===== config.mk =====
export PLATFORM = sky130hd
export DESIGN_NAME = count_10
export DESIGN_NICKNAME = d
export VERILOG_FILES = /design/src/rtl/count_10.sv
export SDC_FILE = /design/constraint.sdc
export NUM_CORES = 1
export LEC_CHECK = 0
export CAP_MARGIN = 25
export CORE_AREA = 5 5 42 44
export DETAILED_ROUTE_END_ITERATION = 16
export DIE_AREA = 0 0 47 49
export GPL_TIMING_DRIVEN = 0
export HOLD_SLACK_MARGIN = 0.03
export SLEW_MARGIN = 20
export SYNTH_ARGS = -nofsm -noshare
export SYNTH_HDL_FRONTEND = slang
export SYNTH_SLANG_ARGS = --single-unit
export TNS_END_PERCENT = 1

===== constraint.sdc =====
create_clock -name clk -period 3.35 [get_ports clk]
set_clock_uncertainty 0.05 [all_clocks]
set_input_delay 1.005 -clock clk [delete_from_list [all_inputs] [get_ports clk]]
set_output_delay 1.005 -clock clk [all_outputs]
set_load 0.01 [all_outputs]

===== src/rtl/count_10.sv =====
// count_10: synchronous decade counter (0..MODULUS-1) with synchronous active-high reset.
// Serves as a digit or sub-cycle step counter; count is driven straight from the register.
module count_10 #(
  parameter int unsigned MODULUS = 10,
  parameter int unsigned WIDTH   = 4
) (
  input  logic             clk,
  input  logic             rst,
  output logic [WIDTH-1:0] count
);

  localparam logic [WIDTH-1:0] LAST = WIDTH'(MODULUS - 1);

  // Power-up value is 0 so counting is defined even if rst is never asserted.
  logic [WIDTH-1:0] count_q = '0;

  // Terminal and out-of-range values both load 0, so an upset self-clears in one edge.
  always_ff @(posedge clk) begin
    if (rst) begin
      count_q <= '0;
    end else if (count_q >= LAST) begin
      count_q <= '0;
    end else begin
      count_q <= count_q + WIDTH'(1);
    end
  end

  assign count = count_q;

endmodule


==> Yosys cells after proc, flatten, opt, wreduce, memory -nomap -nowiden <==
Cells that the tools add are included.
{ "op_classes": {"add_sub_neg": 1, "n_lt_le_gt_ge": 1, "n_reduce_logical": 1} }
{ "op_table": {"columns": ["operator", "count"], "rows": [
  ["4-bit by 1-bit adder with 4-bit output (second input constant)", 1],
  ["4-bit >= comparator (second input constant)", 1],
  ["2-bit OR reduction", 1]
]} }
{ "totals": {"regBits": 4, "inputBits": 2} }

==> Depth between registers and ports, before layout <==
Gate-level depths: netlist (run 1).
{ "depth": {"ltp_word": 2, "depth_mapped": 5} }

==> Least setup slack after synthesis (run 1) <==
OpenSTA, ideal clock, no wires.
{ "synth_path": {"path_type": "register -> output", "from": "reg count_q[0], in the netlist count[0]", "to": "out count[0]", "arrival_ns": 0.402, "required_ns": 2.295, "path_slack_ns": 1.893, "stages_incl_launch_ff": 1, "n_path_buf": 0, "path_cell_list": "dfxtp_1"} }
{ "synth_lines": {"columns": ["element", "line_no", "rtl"], "rows": [
  ["start, declared", "15", "logic [WIDTH-1:0] count_q = '0;"],
  ["start signal, assigned", "24", "count_q <= count_q + WIDTH'(1);"],
  ["end, declared", "9", "output logic [WIDTH-1:0] count"]
]} }
No word-level cell between the ends.

==> Final worst setup path (run 1) <==
{ "layout_path": {"from": "reg count_q[0], in the netlist count[0]", "to": "out count[0]"} }
No word-level cell between the ends.

==> results of run 1 <==
==> cells in the final DEF, fill, tap and decap left out, drive strengths merged <==
cell,n
clkdlybuf4s50,5
or3b,1
dfxtp,4
or2,1
a21oi,2
nand4,1
inv,4
and2,2
clkbuf,3
nor3b,1
o21ai,1
ha,3
a32o,1
nor2,1
==> cell families after synthesis <==
family / after synthesis
buffers and inverters: 4
and+or+nand+nor: 7
AOI/OAI and AO/OA: 4
DFF: 4
adders and majority gates: 3
==> metrics by stage <==
| step | setup slack [ps] | area [um2] | power, mW |
|---|---|---|---|
| after floorplan | 1890 | 208 | 0.0652 |
| after global placement | 1320 | 278 | 0.0749 |
| after detailed placement | 1330 | 278 | 0.0752 |
| after CTS | 1070 | 300 | 0.138 |
| after global routing | 1010 | 300 | 0.143 |
| final | 1100 | 300 | 0.133 |
==> final timing paths <==
check | slack (ps) | to | from
worst max-delay path | 1100 | count[0] | count[0]$_SDFF_PP0_
worst min-delay path | 490 | count[3]$_SDFF_PP0_ | count[1]$_SDFF_PP0_
worst max register to register | 1910 | count[3]$_SDFF_PP0_ | count[1]$_SDFF_PP0_
worst min register to register | 490 | count[3]$_SDFF_PP0_ | count[1]$_SDFF_PP0_
==> Yosys cell counts <==
library cell  n  area, um2
dfxtp_1       4       80.1
inv_1         4       15.0
ha_1          3       37.5
and2_1        2       12.5
a21oi_1       1       5.00
a21oi_2       1       8.76
a32o_2        1       11.3
nand4_1       1       6.26
nor2_1        1       3.75
nor3b_1       1       7.51
o21ai_0       1       5.00
or2_1         1       6.26
or3b_1        1       8.76
==> layout make-up <==
type | instances | area, um2 | area share (%)
flip-flops and latches | 4 | 80.1 | 26.7
multi-input cells | 14 | 113 | 37.5
clock buffers | 3 | 22.5 | 7.50
repair buffers | 5 | 50.0 | 16.7
well taps | 16 | 20.0 | 6.67
inverters | 4 | 15.0 | 5.00
==> report_power, final <==
part / internal [mW] / total (mW) / switching (mW)
sequential: 0.0510 / 0.0545 / 0.00346
clock: 0.0400 / 0.0592 / 0.0192
combinational: 0.0114 / 0.0197 / 0.00832
total: 0.102 / 0.133 / 0.0310
==> layer usage <==
metal,track usage [%],wire length (um)
met5,0,0
met4,9.68,28
met3,2.21,52
met2,5.20,165
met1,6.14,168
==> metrics.cfg, run 1 <==
[finish]
nets = 37
largest_register_ffs = 4
post-route-util_pct = 21.4
fin_cells = 46
syn2layout_area_growth_pct = 44.6
fillCellCount = 162
antenna_cells = 0
drive_gt1_share_pct = 16.7

[route]
wl_per_cell_um = 9.02
drt_iter0_drc = 3
routed_wl_um = 415
drc = 0
num_vias = 174
ant_nets = 0
vias_per_cell = 3.78
dr.pass1.iters = 2

[synth]
ys.warnings.count = 0
synth_cells = 22
synth-compound-area-share_pct = 14.5
yosys.area_share.simple_pct = 21.7
yosysSeqAreaShare_pct = 38.6
syn-cell-area_um2 = 208
synth.net_count = 27
synth_top_family_by_area = simple AND/OR/NAND/NOR gates
syn_area_per_cell_um2 = 9.44
ys_types = 13
synth_fa_ha_area_share_pct = 18.1
synth-seq-cells = 4
synthMuxAreaShare_pct = 0
synthXorXnorAreaFrac_pct = 0

[cts]
cts_root_buf = clkbuf_4
clock_sinks = 4
post-cts-setup-buffers = 0
cts_tree = yes
post_cts_resized = 0
path_clk_slew_ps = 40
cts_buffer_depth = 2
clk_latency_ps = 230
cts_buffers = 3
h-tree-depth = 1
cts_hold_buf = 0

[setup_path]
critical_path_arrival_ps = 1200
critPathLaunchType = flop
worst_r2r_path_depth = 5
cp.required_ps = 2290
cp_max_fo = 5
end_kind = output pin
cp.depth = 1
path_class = reg2out
crit_family = buffers and inverters
crit_slowest_cell = clkdlybuf4s50_1
crit_chain = clkdlybuf4s50_1
slowest_delay_ps = 570
critPathBufInv = 1

[floorplanning]
die_y_um = 49
die_x_um = 47
die-area_mm2 = 0.00230
core_mm2 = 0.00140
initial_core_util_pct = 14.8
rows = 14
num_io_pins = 6

[flow_run]
drv_cap = 0

[power_and_ir_drop]
cellLeakagePower_nw = 0.126
irDropWorstVdd_mv = 0.0921
power_density_mw_per_mm2 = 444

[placement]
io_buffers = 5
placed_cells = 43
gp_congestion = 0.672

[outcome]
status = finished, final reports clean

[sta]
slew-limit-headroom_pct = 87.9
rsz0062_at_grt = false
fmax_mhz = 444
final_max_slew_viol_count = 0
fin_crit_ps = 2250
tightest_slew_ps = 181
hold_viol_final = 0
setup_viol = 0
fin_crit_sh_pct = 67.2
setup_tns_ps = 0
fin_hold_ws_ps = 486

[min_path]
min_path_type = reg2reg
whs_path_depth = 2

[global_route]
overflow = 0
grtUsageTotal_pct = 5.49
grt_pass1_vias = 192
grt_max_degree = 6
grt_antenna_before_repair = 0
grt_pass1_wl_um = 793

No activity file was read; power rests on OpenSTA's default activity.
==> run 2, diff against run 1 <==
clock period = 1.87 ns   (was 3.35 ns; I/O delays follow)
==> run 2 against run 1 <==
Compared with the run above: hold slack got worse by 1.6 ps; critical path depth did not move; register-to-register slack worse by 1500 ps; clock-buffer cell count stayed put; cell count did not move; final area grew 0.83%; die area is the same; routed wire length increased by 2.2%; highest routed layer unchanged.
==> metrics.cfg, run 2 (synthesis results as in run 1) <==
[cts]
h-tree-depth = 1
cts_hold_buf = 0
clk_latency_ps = 230
path_clk_slew_ps = 40
cts_buffers = 3
cts_root_buf = clkbuf_4
cts_buffer_depth = 2
post-cts-setup-buffers = 0
cts_tree = yes
clock_sinks = 4

[flow_run]
drv_cap = 0

[route]
dr.pass1.iters = 2
vias_per_cell = 3.76
num_vias = 173
ant_nets = 0
wl_per_cell_um = 9.22
drc = 0
routed_wl_um = 424
drt_iter0_drc = 3

[sta]
fin_hold_ws_ps = 484
fin_crit_sh_pct = 95.0
tightest_slew_ps = 184
final_max_slew_viol_count = 0
hold_viol_final = 0
fmax_mhz = 563
setup_viol = 0
slew-limit-headroom_pct = 87.7
fin_crit_ps = 1780
rsz0062_at_grt = false
worst_slack_ps = 93.5
setup_tns_ps = 0

[setup_path]
crit_slowest_cell = clkdlybuf4s50_1
worst_r2r_path_depth = 5
cp.required_ps = 1260
path_class = reg2out
slowest_delay_ps = 560
crit_chain = clkdlybuf4s50_1
worst_r2r_endpoint = count[3]$_SDFF_PP0_
critical_path_arrival_ps = 1170
crit_family = buffers and inverters
r2r_slack_ps = 430
end_kind = output pin
critPathBufInv = 1
cp.depth = 1
r2r-start = count[1]$_SDFF_PP0_
critPathLaunchType = flop
cp_max_fo = 5

[placement]
gp_congestion = 0.672
pre_cts_slack_ps = 290
placed_cells = 43
dpl_cell_area_um2 = 278
io_buffers = 5

[finish]
fin_area_um2 = 303
fillCellCount = 161
antenna_cells = 0
drive_gt1_share_pct = 16.7
post-route-util_pct = 21.6
nets = 37
largest_register_ffs = 4
fin_cells = 46
syn2layout_area_growth_pct = 45.8
regArea_um2 = 80.1
mostFrequentLayoutCells = inv_1 (4), dfxtp_1 (4), clkdlybuf4s50_1 (4)
multi_input_area_um2 = 113

[power_and_ir_drop]
cellLeakagePower_nw = 0.138
power_density_mw_per_mm2 = 791
irDropWorstVdd_mv = 0.165
total_power_mw = 0.240

[global_route]
grt_max_degree = 6
grtUsageTotal_pct = 5.49
grt_pass1_vias = 192
overflow = 0
grt_antenna_before_repair = 0
grt_pass1_wl_um = 793

[min_path]
worst_hold_startpoint = count[1]$_SDFF_PP0_
holdPathEnd = count[3]$_SDFF_PP0_
whs_path_depth = 2
min_path_type = reg2reg

[floorplanning]
die_x_um = 47
die-area_mm2 = 0.00230
die_y_um = 49
num_io_pins = 6
initial_core_util_pct = 14.8
rows = 14
core_mm2 = 0.00140

[outcome]
status = finished, final reports clean

==> run 2: cell types whose count changed in the layout (fill, tap and decap cells not counted) <==
cell | previous run | this run
dlymetal6s2s_1 | 0 | 1
clkdlybuf4s50_1 | 5 | 4
==> run 2: cell type report <==
| cell class | count | area share [%] |
|---|---|---|
| flip-flops and latches | 4 | 26.4 |
| inverters | 4 | 4.96 |
| repair buffers | 5 | 17.4 |
| multi-input cells | 14 | 37.2 |
| clock buffers | 3 | 7.44 |
| well taps | 16 | 6.61 |
==> run 2: how the worst max path moves through the flow <==
stage                        startpoint                   to  slack [ps]
floorplan           count[1]$_SDFF_PP0_  count[3]$_SDFF_PP0_         440
CTS                 count[0]$_SDFF_PP0_             count[0]          30
detailed placement                  rst  count[2]$_SDFF_PP0_         290
global route        count[2]$_SDFF_PP0_             count[2]          30
global placement                    rst  count[2]$_SDFF_PP0_         280
finish              count[2]$_SDFF_PP0_             count[2]          90
==> run 2: timing repair <==
item                                    4_1_cts  5_1_grt
endpoints found under the setup margin        0        1
resized for setup                             0        1
endpoints found under the hold margin         0        0
==> run 2: where the power goes <==
part | internal [mW] | total, mW | switching [mW]
logic | 0.0200 | 0.0349 | 0.0149
clock network | 0.0718 | 0.107 | 0.0352
registers | 0.0913 | 0.0976 | 0.00628
total | 0.183 | 0.240 | 0.0564
==> run 2: layer usage <==
| layer | vias up | global-route usage, % | wire (um) |
|---|---|---|---|
| li1 | 89 | - | - |
| met1 | 76 | 6.14 | 177 |
| met2 | 6 | 5.20 | 168 |
| met3 | 2 | 2.21 | 51 |
| met4 | 0 | 9.68 | 28 |
| met5 | - | 0 | 0 |
==> run 2: tightest hold or removal path, delay by kind of cell (launching register included) <==
kind               cells  cell delay, ps
DFF                    1             330
and+or+nand+nor        1             100
AOI/OAI and AO/OA      1              50
==> run 3, diff against run 2 <==
PLACE_DENSITY = 0.36   (was not set)
==> run 3 against run 2 <==
Compared with the run above: critical path depth did not move; global-route usage is 0.91 points lower; die area unchanged; critical path type unchanged.
==> metrics.cfg, run 3 (synthesis results as in run 1) <==
[setup_path]
end_kind = output pin
crit_chain = clkdlybuf4s50_1
r2r-start = count[1]$_SDFF_PP0_
cp_max_fo = 5
path_class = reg2out
critPathBufInv = 1
slowest_delay_ps = 560
critPathLaunchType = flop
worst_r2r_endpoint = count[3]$_SDFF_PP0_
worst_r2r_path_depth = 5
r2r_slack_ps = 420
critical_path_arrival_ps = 1180
cp.required_ps = 1260
crit_family = buffers and inverters
crit_slowest_cell = clkdlybuf4s50_1

[power_and_ir_drop]
sequentialPowerShare_pct = 41.0
irDropWorstVdd_mv = 0.265
switching_share_pct = 23.3
p_comb_share_pct = 14.9
power_frac_clock_pct = 44.1
power_switching_mw = 0.0559
power_density_mw_per_mm2 = 796
p_int_mw = 0.184
cellLeakagePower_nw = 0.126

[cts]
clock_sinks = 4
cts_hold_buf = 0
cts_buffer_depth = 2
cts_tree = yes
post-cts-setup-buffers = 0
path_clk_slew_ps = 40
cts_root_buf = clkbuf_4
cts_buffers = 3
clk_latency_ps = 230
post_cts_resized = 0
h-tree-depth = 1

[flow_run]
drv_cap = 0

[sta]
setup_viol = 0
final_max_slew_viol_count = 0
setup_tns_ps = 0
tightest_slew_ps = 174
fin_hold_ws_ps = 481
hold_viol_final = 0
slew-limit-headroom_pct = 88.3
fmax_mhz = 558
fin_crit_sh_pct = 95.8
fin_crit_ps = 1790
rsz0062_at_grt = false

[finish]
drive_gt1_share_pct = 20.0
mostFrequentLayoutCells = clkdlybuf4s50_1 (5), inv_1 (4), ha_1 (3), clkbuf_4 (3), dfxtp_1 (3)
multi_input_area_um2 = 113
regArea_um2 = 81.3
mostFrequentLayoutCell = clkdlybuf4s50_1
antenna_cells = 0
fillCellCount = 165
largest_register_ffs = 4
syn2layout_area_growth_pct = 45.2
nets = 37

[floorplanning]
core_mm2 = 0.00140
rows = 14
die_y_um = 49
initial_core_util_pct = 14.8
die-area_mm2 = 0.00230
die_x_um = 47
num_io_pins = 6

[route]
vias_per_cell = 3.89
wl_per_cell_um = 9.20
drt_iter0_drc = 5
wl_met2_um = 154
routed_wl_um = 423
num_vias = 179
ant_nets = 0
dr.pass1.iters = 4
drc = 0
top_layer_used = met4
dr_wl_met3_um = 75
m1WireLength_um = 179

[min_path]
worst_hold_startpoint = count[1]$_SDFF_PP0_
min_path_type = reg2reg
whs_path_depth = 2
holdPathEnd = count[3]$_SDFF_PP0_

[outcome]
status = finished, final reports clean

[global_route]
overflow = 0
grtUsageTotal_pct = 4.58
grt_pass1_wl_um = 676
grt_pass1_vias = 173
grt_max_degree = 6
grt_antenna_before_repair = 0

[placement]
io_buffers = 5
gp_congestion = 0.659

==> run 3: final cells by class <==
cell class | instances | area share, %
timing repair buffer | 5 | 16.6
clock buffer | 3 | 7.47
inverter | 4 | 4.98
multi-input combinational | 14 | 37.3
tap | 16 | 6.64
sequential | 4 | 27.0
==> run 3: power by group through the flow <==
| stage | combinational [mW] | sequential (mW) | clock, mW |
|---|---|---|---|
| after global placement | 0.0363 | 0.0998 | 0 |
| after detailed placement | 0.0362 | 0.0993 | 0 |
| after CTS | 0.0366 | 0.0982 | 0.111 |
| final | 0.0357 | 0.0983 | 0.106 |
| after floorplan | 0.0163 | 0.100 | 0 |
| after global routing | 0.0398 | 0.0997 | 0.115 |
==> run 3: metal layers <==
layer,global-route usage (%),vias up
met5,0,-
met4,4.15,0
met3,5.17,4
met2,4.75,9
met1,4.63,77
li1,-,89
==> run 3: per-stage QoR <==
stage | instances | power, mW | instance area (um2) | utilization (%) | worst slack [ps]
after floorplan | 22 | 0.117 | 208 | - | 445
after global placement | 43 | 0.136 | 278 | 19.8 | 272
after detailed placement | 43 | 0.136 | 278 | 19.8 | 285
after CTS | 46 | 0.246 | 300 | 21.4 | 34.8
after global routing | 46 | 0.255 | 302 | 21.5 | 24.6
final | 46 | 0.240 | 302 | 21.5 | 77.7
==> run 3: tightest hold or removal path: stages (launching register included) <==
cell and delay [ps]:
dfxtp_1 330, nand4_1 100, a21oi_2 50
==> run 3: worst max-delay path by stage <==
stage	start	end	slack (ps)	depth (start not counted)
6_report	count[2]$_SDFF_PP0_	count[2]	80	1
5_1_grt	count[1]$_SDFF_PP0_	count[1]	20	1
4_1_cts	count[0]$_SDFF_PP0_	count[0]	30	1
2_1_floorplan	count[1]$_SDFF_PP0_	count[3]$_SDFF_PP0_	440	5
3_3_place_gp	count[0]$_SDFF_PP0_	count[0]	270	1
3_5_place_dp	rst	count[2]$_SDFF_PP0_	290	3
